**config.mk**
```make
export PLATFORM = sky130hd
export DESIGN_NAME = spi_eeprom_responder
export DESIGN_NICKNAME = d
export VERILOG_FILES = /design/src/rtl/spi_eeprom_responder.sv
export SDC_FILE = /design/constraint.sdc
export NUM_CORES = 1
export LEC_CHECK = 0
export CAP_MARGIN = 20
export CORE_MARGIN = 2
export CORE_UTILIZATION = 65
export CTS_CLUSTER_SIZE = 24
export DETAILED_ROUTE_END_ITERATION = 8
export HOLD_SLACK_MARGIN = 0.02
export PLACE_DENSITY = 0.85
export RECOVER_POWER = 50
export SLEW_MARGIN = 20
export SYNTH_ARGS = -nofsm -noshare
export SYNTH_HDL_FRONTEND = slang
export SYNTH_SLANG_ARGS = --single-unit
```
**constraint.sdc**
```tcl
create_clock -name clk -period 8.2 [get_ports clk]
set_input_delay 2.05 -clock clk [delete_from_list [all_inputs] [get_ports clk]]
set_output_delay 2.05 -clock clk [all_outputs]
set_load 0.01 [all_outputs]
```
**src/rtl/spi_eeprom_responder.sv**
```systemverilog
// spi_eeprom_responder: 25xx-style SPI EEPROM device model.
// Oversamples cs/sclk/mosi on clk and serves a small register-file memory.
module spi_eeprom_responder #(
  parameter int MEM_DEPTH  = 16,
  parameter int ADDR_BYTES = 3
) (
  input  logic clk,
  input  logic reset,
  input  logic cs,
  input  logic sclk,
  input  logic mosi,
  output logic miso,
  output logic miso_oe,
  output logic wel,
  output logic busy
);

  localparam int AW = (MEM_DEPTH > 1) ? $clog2(MEM_DEPTH) : 1;

  typedef enum logic [2:0] {
    IDLE,
    CMD,
    ADDR,
    READ_DATA,
    WRITE_DATA,
    RDSR,
    IGNORE
  } state_t;

  state_t state, state_next;

  logic [2:0]    cs_q;
  logic [2:0]    sclk_q;
  logic [1:0]    mosi_q;
  logic          cs_fall, cs_rise;
  logic          sclk_rise, sclk_fall;
  logic          cs_low, din;
  logic          bit_last, addr_last;
  logic [2:0]    bit_cnt;
  logic [1:0]    byte_cnt;
  logic [7:0]    rx;
  logic [7:0]    rx_byte;
  logic [7:0]    tx;
  logic [AW-1:0] addr;
  logic [AW:0]   addr_sh;
  logic          is_write;
  logic          wrote;
  logic          miso_q;
  logic          wel_q;
  logic [7:0]    mem [MEM_DEPTH];

  assign cs_fall   = cs_q[2] & ~cs_q[1];
  assign cs_rise   = ~cs_q[2] & cs_q[1];
  assign sclk_rise = ~sclk_q[2] & sclk_q[1];
  assign sclk_fall = sclk_q[2] & ~sclk_q[1];
  assign cs_low    = ~cs_q[1];
  assign din       = mosi_q[1];
  assign rx_byte   = {rx[6:0], din};
  assign addr_sh   = {addr, din};
  assign bit_last  = (bit_cnt == 3'd7);
  assign addr_last = (byte_cnt == 2'(ADDR_BYTES - 1));

  assign miso    = miso_q;
  assign miso_oe = (state == READ_DATA) || (state == RDSR);
  assign wel     = wel_q;
  assign busy    = (state != IDLE);

  // Synchronisers are left free-running so a reset with cs low sees no edge.
  always_ff @(posedge clk) begin
    cs_q   <= {cs_q[1:0], cs};
    sclk_q <= {sclk_q[1:0], sclk};
    mosi_q <= {mosi_q[0], mosi};
  end

  // State register.
  always_ff @(posedge clk) begin
    if (reset) state <= IDLE;
    else       state <= state_next;
  end

  // Next-state decode: cs framing first, then opcode/address completion.
  always_comb begin
    state_next = state;
    if (cs_rise) begin
      state_next = IDLE;
    end else if (cs_fall) begin
      state_next = CMD;
    end else if (cs_low && sclk_rise && bit_last) begin
      unique case (state)
        CMD: begin
          case (rx_byte)
            8'h03:   state_next = ADDR;
            8'h02:   state_next = wel_q ? ADDR : IGNORE;
            8'h05:   state_next = RDSR;
            default: state_next = IGNORE;
          endcase
        end
        ADDR: begin
          if (addr_last)
            state_next = is_write ? WRITE_DATA : READ_DATA;
        end
        default: state_next = state;
      endcase
    end
  end

  // Datapath: shift in on sclk rise, shift out on sclk fall, memory and wel.
  always_ff @(posedge clk) begin
    if (reset) begin
      bit_cnt  <= '0;
      byte_cnt <= '0;
      rx       <= '0;
      tx       <= '0;
      addr     <= '0;
      is_write <= 1'b0;
      wrote    <= 1'b0;
      miso_q   <= 1'b0;
      wel_q    <= 1'b0;
      for (int i = 0; i < MEM_DEPTH; i++)
        mem[i] <= 8'h00;
    end else if (cs_rise) begin
      bit_cnt  <= '0;
      byte_cnt <= '0;
      miso_q   <= 1'b0;
      if (state == WRITE_DATA && wrote)
        wel_q <= 1'b0;
    end else if (cs_fall) begin
      bit_cnt  <= '0;
      byte_cnt <= '0;
      addr     <= '0;
      wrote    <= 1'b0;
      miso_q   <= 1'b0;
    end else if (cs_low && state != IDLE) begin
      if (sclk_rise) begin
        if (state == CMD || state == ADDR || state == WRITE_DATA) begin
          rx      <= rx_byte;
          bit_cnt <= bit_cnt + 3'd1;
        end
        unique case (state)
          CMD: begin
            if (bit_last) begin
              is_write <= (rx_byte == 8'h02);
              if (rx_byte == 8'h06) wel_q <= 1'b1;
              if (rx_byte == 8'h04) wel_q <= 1'b0;
            end
          end
          ADDR: begin
            addr <= addr_sh[AW-1:0];
            if (bit_last) byte_cnt <= byte_cnt + 2'd1;
          end
          WRITE_DATA: begin
            if (bit_last) begin
              mem[addr] <= rx_byte;
              addr      <= addr + AW'(1);
              wrote     <= 1'b1;
            end
          end
          default: ;
        endcase
      end else if (sclk_fall && (state == READ_DATA || state == RDSR)) begin
        bit_cnt <= bit_cnt + 3'd1;
        if (bit_cnt == 3'd0) begin
          if (state == READ_DATA) begin
            miso_q <= mem[addr][7];
            tx     <= {mem[addr][6:0], 1'b0};
            addr   <= addr + AW'(1);
          end else begin
            miso_q <= 1'b0;
            tx     <= {5'b0, wel_q, 2'b0};
          end
        end else begin
          miso_q <= tx[7];
          tx     <= {tx[6:0], 1'b0};
        end
      end
    end
  end

endmodule

```
==> out/qor.csv, run 1 <==
stage,metric,value,unit
cts,CTS Buf Count,17,
floorplan,Die Span Y,116,um
setup_path,CP Class,primary input to flop,
min_path,Worst Hold Endpoint,cs_q[1]$_DFF_P_,
setup_path,critical path data arrival time,5870,ps
place,DPL Wire Length,12.0,mm
floorplan,FP Rows,40,
cts,H-tree levels,4,
grt,global-route wire length before repair,27.6,mm
power_and_ir_drop,Switching Fraction,21.2,%
synth,number of distinct library cells after synthesis,58,
grt,initial antenna violation count,0,
synth,cell taking the most area after synthesis,edfxtp_1,
timing,final setup fails,0,
floorplan,I/O pin cnt,9,
cts,Sink Count,170,
cts,clk buf depth,2,
route,DRC errors left,0,
route,drt pass-1 iters,5,
timing,Worst Slack Setup Final,2430,ps
power_and_ir_drop,leakage,2.94,nW
timing,Max Fclk,173,MHz
finish,Final Util,71.8,%
cts,clk slew on worst S/H paths,60,ps
synth,area share of the largest cell type after synthesis,47.1,%
place,GP Congestion,0.969,
timing,Worst-Margin Slew,2050,ps
synth,Post-Synthesis Cells,657,
power_and_ir_drop,Final Total Pwr,0.00180,W
timing,hold_ws,327,ps
timing,RSZ-0062 raised after global routing,false,
power_and_ir_drop,net switching power,0.000382,W
setup_path,startpoint types,primary input,
min_path,Hold Crit Start,cs_q[0]$_DFF_P_,
cts,# Post-CTS Setup Buffers,0,
timing,Hold Fails Final Rpt,0,
min_path,WHS Path Cells,0,
min_path,HP Class,flop to flop,
setup_path,worst-path maximum fanout,45,
route,Routed WL,18.3,mm
route,DR vias,5203,
timing,min Tclk post-route,5770,ps
setup_path,nature of the critical path endpoint,flop,
finish,area delta synth->final,6.50,%
cts,Root Buffer,clkbuf_16,
power_and_ir_drop,Flop pwr share,53.5,%
timing,period utilization,70.3,%
power_and_ir_drop,Comb pwr share,3.1,%
power_and_ir_drop,internal power,0.00141,W
synth,Synth area leaders,"edfxtp_1, dfxtp_1, and2_1",
power_and_ir_drop,Clock power frac,43.5,%
floorplan,die area,13500,um^2
power_and_ir_drop,Max VDD drop,136,uV
floorplan,die width,116,um
place,Place WS,3400,ps
setup_path,"Req. time, crit path",8300,ps
synth,syn_area_per_cell,12.4,um^2
grt,total grt overflow,0,
setup_path,worst r2r src,cs_q[1]$_DFF_P_,
synth,synth warn,0,
synth,predominant post-synthesis flop cell,edfxtp_1,
cts,post-CTS sizing,0,
cts,hold buffers post-CTS,0,
timing,Max-slew headroom,-36.5,%
setup_path,worst r2r dst,mem[2][6]$_SDFFCE_PN0P_,
floorplan,Initial Util,67.4,%
timing,Slew Limit Fails,46,
run_status,status,"finished, violations left",
synth,cell area after synthesis,8160,um^2
place,IO buf count,8,
power_and_ir_drop,pwr/cell area,207,nW/um^2
cts,worst skew pair latency,440,ps
route,Vias per Instance,6.31,
synth,ys async rst share,0,%
finish,# diodes,0,
synth,syn nets,672,
grt,vias in the first global route,4907,
route,1st-iter DRT viols,552,
finish,NumNets Final,658,
finish,fill cell count,858,
setup_path,reg2reg setup slack,4610,ps
cts,CTS tree,built,
timing,Worst Clk Skew,6.88,ps
timing,final setup TNS,0,ps
synth,Post-synth EDFFs,128,
route,post-DR wirelength/cell,22.2,um
synth,"Seq/Total Area, Yosys",57.4,%
grt,Global Route Usage Sum,28.8,%
flow_run,max-cap viol count,1,
grt,pin count of the biggest net entering global routing,46,
floorplan,core area,12100,um^2
run_status,failing checks,"capacitance limit, slew limit",
synth,Synth Register Bits,170,
route,remaining antenna violation count,0,
finish,share of cells above drive strength 1,9.30,%
setup_path,FF-to-FF path depth,7,
## stage by stage
step	area, um^2	std cells
floorplan	8160	657
global placement	8280	792
detailed placement	8280	792
CTS	8850	824
global route	8690	824
finish	8690	824
## cells in the final DEF, fill, tap and decap left out, drive strengths merged, types with 3 or more instances in the layout
cell type and instances:
nand2 15, o41ai 4, o21ai 3, nand3b 7, a211o 3, or2 16
and3b 3, a21oi 15, dlygate4sd3 8, a22oi 22, mux4 8, nor3 23
mux2i 58, nor3b 3, and2 115, ha 10, mux2 4, xnor2 4
a32oi 6, clkbuf 19, dfxtp 42, nand4 5, inv 20, a311oi 4
clkinv 9, nor4 6, edfxtp 128, nor2b 9, a211oi 3, a31oi 4
nor2 42, nand3 9
## kinds of logic after synthesis
| family | Yosys count | share of synthesized area [%] |
|---|---|---|
| buffers and inverters | 62 | 3.23 |
| flip-flops | 170 | 57.4 |
| AO/OA/AOI/OAI | 75 | 6.65 |
| XOR/XNOR | 5 | 0.537 |
| multiplexers | 70 | 9.87 |
| adder cells (fa/ha/maj) | 10 | 1.53 |
| AND/OR/NAND/NOR | 265 | 20.8 |
## synth_stat cells, types with 5 or more instances
master / count
edfxtp_1: 128
and2_1: 115
mux2i_1: 58
dfxtp_1: 42
nor2_1: 30
clkbuf_1: 28
a22oi_1: 22
nor3_1: 19
inv_1: 17
a21oi_1: 15
or2_2: 15
buf_2: 13
nor2_4: 12
nand2_1: 11
ha_1: 10
nand3_1: 9
nor2b_1: 9
mux4_2: 8
nand3b_1: 7
a32oi_1: 6
nor4_1: 6
nand4_1: 5
## state kept, by name, summed over array words and instances (netlist names), named ones only
signal	cells
wel	1
state	3
mosi_q	2
byte_cnt	2
is_write	1
sclk_q	3
bit_cnt	3
mem	128
wrote	1
addr	4
rx	7
cs_q	3
tx	7
miso	1
## critical path: stages
cell,delay (ps)
dlygate4sd3_1,530
clkbuf_1,770
or3_1,780
nor3b_1,460
nand2_1,310
nor3_1,540
or2_1,400
## layer usage
layer	global-route usage [%]	share of wire, %	up-vias
met4	14.1	3.8	0
met5	0	0	-
li1	-	-	2372
met1	38.8	41	2516
met3	7.01	8.8	60
met2	44.4	46	255
## cell type report
class | instances | area, um^2 | share of cell area (%)
Inverter | 18 | 67.6 | 0.777
Tap cell | 168 | 210 | 2.42
Multi-Input combinational cell | 425 | 3050 | 35.1
Clock buffer | 18 | 429 | 4.94
Clock inverter | 14 | 146 | 1.68
Sequential cell | 170 | 4690 | 53.9
Timing Repair Buffer | 11 | 98.8 | 1.14
## power by group through the flow
stage,Combinational (W),Clock (W),Sequential (W)
global route,0.0000599,0.000820,0.000962
floorplan,0.0000451,0,0.000970
detailed placement,0.0000554,0,0.000978
CTS,0.0000559,0.000788,0.000960
global placement,0.0000531,0,0.000978
finish,0.0000552,0.000780,0.000960
## worst max-delay path by stage
stage / startpoint / end / cells past startpoint / slack [ps]
after CTS: reset / mem[2][4]$_SDFFCE_PN0P_ / 7 / 3870
after detailed placement: reset / mem[2][6]$_SDFFCE_PN0P_ / 7 / 3400
after global routing: reset / mem[2][5]$_SDFFCE_PN0P_ / 7 / 2120
final: reset / mem[2][6]$_SDFFCE_PN0P_ / 7 / 2430
after floorplan: reset / mem[2][0]$_SDFFCE_PN0P_ / 7 / 4170
after global placement: reset / mem[2][5]$_SDFFCE_PN0P_ / 7 / 3510
(Power assumes the default switching activity.)
==> inputs of run 2 (changes only) <==
CORE_UTILIZATION = 57   (was 65)
PLACE_DENSITY = 0.79   (was 0.85)
clock period = 4.8 ns   (was 8.2 ns; I/O delays follow)
==> out/qor.csv, run 2 (synthesis results as in run 1) <==
stage,metric,value,unit,change
run_status,status,"finished, violations left",,unchanged
run_status,failing checks,"capacitance limit, slew limit",,unchanged
floorplan,Die Span Y,124,um,was 116 um
cts,# Post-CTS Setup Buffers,0,,unchanged
finish,NumNets Final,658,,unchanged
floorplan,Initial Util,58.6,%,was 67.4%
finish,biggest regs,"mem (128), rx (7), tx (7)",,unchanged
floorplan,core area,13900,um^2,"was 12,100 um^2"
place,IO buf count,8,,unchanged
timing,final setup fails,0,,unchanged
setup_path,"Req. time, crit path",4910,ps,was 8300 ps
power_and_ir_drop,Switching Fraction,21.5,%,was 21.2%
cts,CTS Buf Count,17,,unchanged
route,Routed WL,18.2,mm,was 18.3 mm
power_and_ir_drop,internal power,0.00241,W,was 0.00141 W
timing,Worst Clk Skew,8.61,ps,was 6.88 ps
finish,most frequent cells in the layout,"edfxtp_1, and2_0, mux2i_1",,unchanged
power_and_ir_drop,Final Total Pwr,0.00307,W,was 0.00180 W
power_and_ir_drop,leakage,2.93,nW,was 2.94 nW
cts,H-tree levels,4,,unchanged
power_and_ir_drop,Flop pwr share,53.4,%,was 53.5%
min_path,Hold Crit Start,sclk_q[0]$_DFF_P_,,was cs_q[0]$_DFF_P_
finish,Largest register FFs,128,,unchanged
timing,Slew Limit Fails,84,,was 46
place,GP Congestion,0.940,,was 0.969
floorplan,die area,15300,um^2,"was 13,500 um^2"
grt,global-route wire length before repair,28.1,mm,was 27.6 mm
route,1st-iter DRT viols,582,,was 552
route,remaining antenna violation count,0,,unchanged
power_and_ir_drop,pwr/cell area,353,nW/um^2,was 207 nW/um^2
place,DPL Wire Length,12.0,mm,about the same
grt,Global Route Usage Sum,25.8,%,was 28.8%
cts,post-CTS sizing,0,,unchanged
timing,final setup TNS,0,ps,unchanged
power_and_ir_drop,Clock power frac,43.5,%,about the same
finish,share of cells above drive strength 1,9.60,%,was 9.30%
setup_path,startpoint types,primary input,,unchanged
setup_path,CP cell instances,dlygate4sd3_1 -> or3_1 -> nor3b_4 -> nand2_1 -> nor3_1 -> or2_1,,was dlygate4sd3_1 -> clkbuf_1 -> or3_1 -> nor3b_1 -> nand2_1 -> nor3_1 -> or2_1
cts,hold buffers post-CTS,0,,unchanged
timing,Max Fclk,278,MHz,
route,drt pass-1 iters,5,,unchanged
route,post-DR wirelength/cell,21.7,um,was 22.2 um
setup_path,CP Class,primary input to flop,,unchanged
setup_path,nature of the critical path endpoint,flop,,unchanged
cts,clk buf depth,2,,unchanged
setup_path,"Largest stage delay, worst path",540,ps,was 780 ps
floorplan,I/O pin cnt,9,,unchanged
setup_path,Crit-path slowest cell,dlygate4sd3_1,,was or3_1
cts,Root Buffer,clkbuf_16,,unchanged
cts,clk slew on worst S/H paths,60,ps,about the same
timing,Max-slew headroom,-33.9,%,was -36.5%
grt,initial antenna violation count,0,,unchanged
power_and_ir_drop,net switching power,0.000660,W,was 0.000382 W
flow_run,max-cap viol count,2,,was 1
route,DR vias,5211,,"was 5,203"
route,DRC errors left,0,,unchanged
floorplan,FP Rows,43,,was 40
setup_path,crit path launch,reset,,unchanged
route,Vias per Instance,6.23,,was 6.31
power_and_ir_drop,Comb pwr share,3.1,%,about the same
cts,CTS tree,built,,unchanged
finish,"most common cell after layout, fill and taps aside",edfxtp_1,,unchanged
timing,Hold Fails Final Rpt,0,,unchanged
min_path,HP Class,flop to flop,,unchanged
place,Place WS,1180,ps,was 3400 ps
setup_path,critical path data arrival time,3700,ps,was 5870 ps
timing,hold_ws,328,ps,was 327 ps
floorplan,die width,124,um,was 116 um
timing,Worst-Margin Slew,2010,ps,was 2050 ps
timing,Worst Slack Setup Final,1210,ps,was 2430 ps
cts,worst skew pair latency,430,ps,was 440 ps
finish,Final Util,62.6,%,was 71.8%
grt,vias in the first global route,5020,,"was 4,907"
finish,Top reg by flops,mem,,unchanged
timing,period utilization,74.8,%,
finish,# diodes,0,,unchanged
cts,Sink Count,170,,unchanged
timing,RSZ-0062 raised after global routing,false,,unchanged
finish,area delta synth->final,6.82,%,was 6.50%
grt,pin count of the biggest net entering global routing,45,,was 46
power_and_ir_drop,Max VDD drop,251,uV,was 136 uV
grt,total grt overflow,0,,unchanged
setup_path,worst-path maximum fanout,9,,was 45
timing,min Tclk post-route,3590,ps,
setup_path,worst r2r src,cs_q[1]$_DFF_P_,,unchanged
==> run 2: cell type report <==
| type | instances | area (um^2) |
|---|---|---|
| fillers | 1071 | 5220 |
| flip-flops and latches | 170 | 4690 |
| multi-input cells | 425 | 3070 |
| clock buffers | 17 | 425 |
| well taps | 180 | 225 |
| clock inverters | 15 | 150 |
| repair buffers | 11 | 98.8 |
| inverters | 18 | 67.6 |
==> run 2: critical path, delay by kind of cell <==
family | cells | cell delay, ps
buf+inv | 1 | 540
simple gates | 5 | 1960
==> run 2: power by group through the flow <==
stage               Clock (W)  Combinational [W]  Sequential, W
floorplan                   0          0.0000771        0.00166
global placement            0          0.0000917        0.00167
detailed placement          0          0.0000953        0.00167
CTS                   0.00135          0.0000958        0.00164
global route          0.00141           0.000103        0.00164
finish                0.00134          0.0000947        0.00164
==> run 2: per-stage QoR <==
stage	std cells	cell area (um^2)
2_1_floorplan	657	8160
3_3_place_gp	804	8290
3_5_place_dp	804	8290
4_1_cts	836	8870
5_1_grt	836	8720
6_report	836	8720
==> run 2: path summary, 6_finish.rpt <==
check | end | depth (start not counted) | slack [ps]
max reg2reg | mem[2][5]$_SDFFCE_PN0P_ | 7 | 1470
min reg2reg | sclk_q[1]$_DFF_P_ | 0 | 330
min | sclk_q[1]$_DFF_P_ | 0 | 330
max | mem[2][5]$_SDFFCE_PN0P_ | 6 | 1210
==> run 2: routing by layer <==
| metal | part of all wire, % | global-route usage [%] | vias to the layer above |
|---|---|---|---|
| met3 | 7.9 | 6.64 | 64 |
| met2 | 46 | 39.3 | 252 |
| met5 | 0 | 0 | - |
| met4 | 4.3 | 14.2 | 0 |
| li1 | - | - | 2370 |
| met1 | 41 | 34.0 | 2525 |
==> RTL change (config.mk and constraints of run 2) <==
Make the reset (`reset`) asynchronous in 2 clocked blocks.
--- a/src/rtl/spi_eeprom_responder.sv
+++ b/src/rtl/spi_eeprom_responder.sv
@@ -75,3 +75,3 @@
   // State register.
-  always_ff @(posedge clk) begin
+  always_ff @(posedge clk or posedge reset) begin
     if (reset) state <= IDLE;
@@ -107,3 +107,3 @@
   // Datapath: shift in on sclk rise, shift out on sclk fall, memory and wel.
-  always_ff @(posedge clk) begin
+  always_ff @(posedge clk or posedge reset) begin
     if (reset) begin
Behaviour: differs if reset is asserted again (counterexample within 4 cycles, from zero or initial values and one cycle with reset high); with reset held inactive, the same outputs for 4 cycles.
==> RTL change against run 2 <==
Synthesized area shrank 1.8%. Critical path depth shrank 3. Critical endpoint is now addr[1]. Sequential cell count shrank 4. Final area grew 0.19%. Final cell count shrank 7.8%. Clock skew grew 2.6 ps. Wire length shrank 9.7%. Setup slack gained 230 ps. The run still ends with max-capacitance violations, max-slew violations left. Non-clock buffer count grew 2.
Power is not compared: it rests on default switching activity, and its combinational part moved more than twofold at a synthesized area within 25%.
==> RTL change: results (changes against run 2) <==
skew final=11.2 ps (+2.63 ps); sequential element share of the synthesized area=51.3% (-6.1 points); result of the run=complete, but fails checks; max_cap viols=1 (-1); failing checks=max-capacitance violations, max-slew violations; cell types with the largest area share after synthesis=sky130_fd_sc_hd__dfrtp_1 49%, sky130_fd_sc_hd__mux2_2 17%, sky130_fd_sc_hd__mux4_2 8.4%; Detail Route met2 WL=8230 um (-2.5%); critical-path maximum fanout=43 (+34); routed length per placed instance=21.3 um (-2.1%); Cell Area, Placed=8210 um^2 (-1.0%); GRT Overall Usage=24.4% (-1.4 points); Post-synth top cells=158 x sky130_fd_sc_hd__dfrtp_1, 124 x sky130_fd_sc_hd__mux2_2, 30 x sky130_fd_sc_hd__mux4_2, 23 x sky130_fd_sc_hd__nand2_1, 22 x sky130_fd_sc_hd__nor2_1; relative slew slack=-24.7% (+9.2 points); wire length of the first global-routing pass=27100 um (-3.3%); Iter 0 DRT Violations=406 (-30%); die extent in x=123 um (-0.87%); maximum number of pins on one net before global-route repair=79 (+76%); Routability Congestion=0.873 (-7.1%); Syn Nets=599 (-11%); data arrival time of the critical path=3740 ps (+40 ps); count of unique library cells instantiated by Yosys=56 (-3.4%); Filler Cell Count=996 (-7.0%); flop-to-flop setup slack=1640 ps (+170 ps); final-report max-slew violation count=43 (-49%); fraction of synthesis flops using an asynchronous set or reset pin=95.2% (+95 points); most used flip-flop cell after synthesis=sky130_fd_sc_hd__dfrtp_1; net total in the final layout=593 (-9.9%); detailed placement HPWL=10600 um (-12%); share of layout cells above drive strength 1=37.2% (+28 points); Post-Route M1 WL=7080 um (-5.6%); vias in the first global route=5066 (+0.92%); slowest library cell on the worst path=sky130_fd_sc_hd__clkinvlp_2
RTL change: where the power goes:
part | switching (W) | internal (W)
Sequential | 0.000144 | 0.00146
Clock | 0.000551 | 0.000740
Combinational | 0.000182 | 0.000156
RTL change: kinds of logic after synthesis:
kind of cell	count (synthesis)	share of synthesized area, %
AO/OA/AOI/OAI	57	5.09
XOR/XNOR	2	0.219
adder cells (fa/ha/maj)	10	1.56
buffers and inverters	56	2.95
flip-flops	166	51.3
multiplexers	180	29.3
AND/OR/NAND/NOR	113	9.52
RTL change: worst paths after layout:
| path | from | to | depth (start not counted) |
|---|---|---|---|
| worst max-delay path | reset | addr[1] | 3 |
| worst min-delay path | cs_q[0] | cs_q[1] | 0 |
| worst max register to register | addr[0] | mem[119] | 6 |
| worst min register to register | cs_q[0] | cs_q[1] | 0 |
| max in group clk | state[2] | busy | 2 |
| min in group asynchronous | reset | mem[35] | 2 |
RTL change: worst max-delay path: cells and delay by family:
kind | cells | cell delay (ps)
buffers and inverters | 3 | 2510
RTL change: metrics by stage:
step,std cells,hold WS (ps),worst slack [ps]
final,771,328,1440
after global routing,771,339,961
after CTS,771,327,1540
after detailed placement,739,312,1960
after global placement,739,310,2010
after floorplan,584,310,1600
RTL change: final cells by class:
class | count | area [um^2] | share of cell area (%)
timing repair buffer | 13 | 128 | 1.46
clock buffer | 21 | 460 | 5.27
clock inverter | 11 | 101 | 1.16
sequential | 166 | 4120 | 47.1
inverter | 18 | 68.8 | 0.788
tap | 180 | 225 | 2.58
multi-input combinational | 362 | 3640 | 41.6
RTL change: per-layer routing:
metal / GRT usage, % / up-vias
met2: 40.2 / 108
li1: - / 2126
met3: 5.76 / 23
met5: 0 / -
met1: 32.3 / 2454
met4: 7.61 / 0
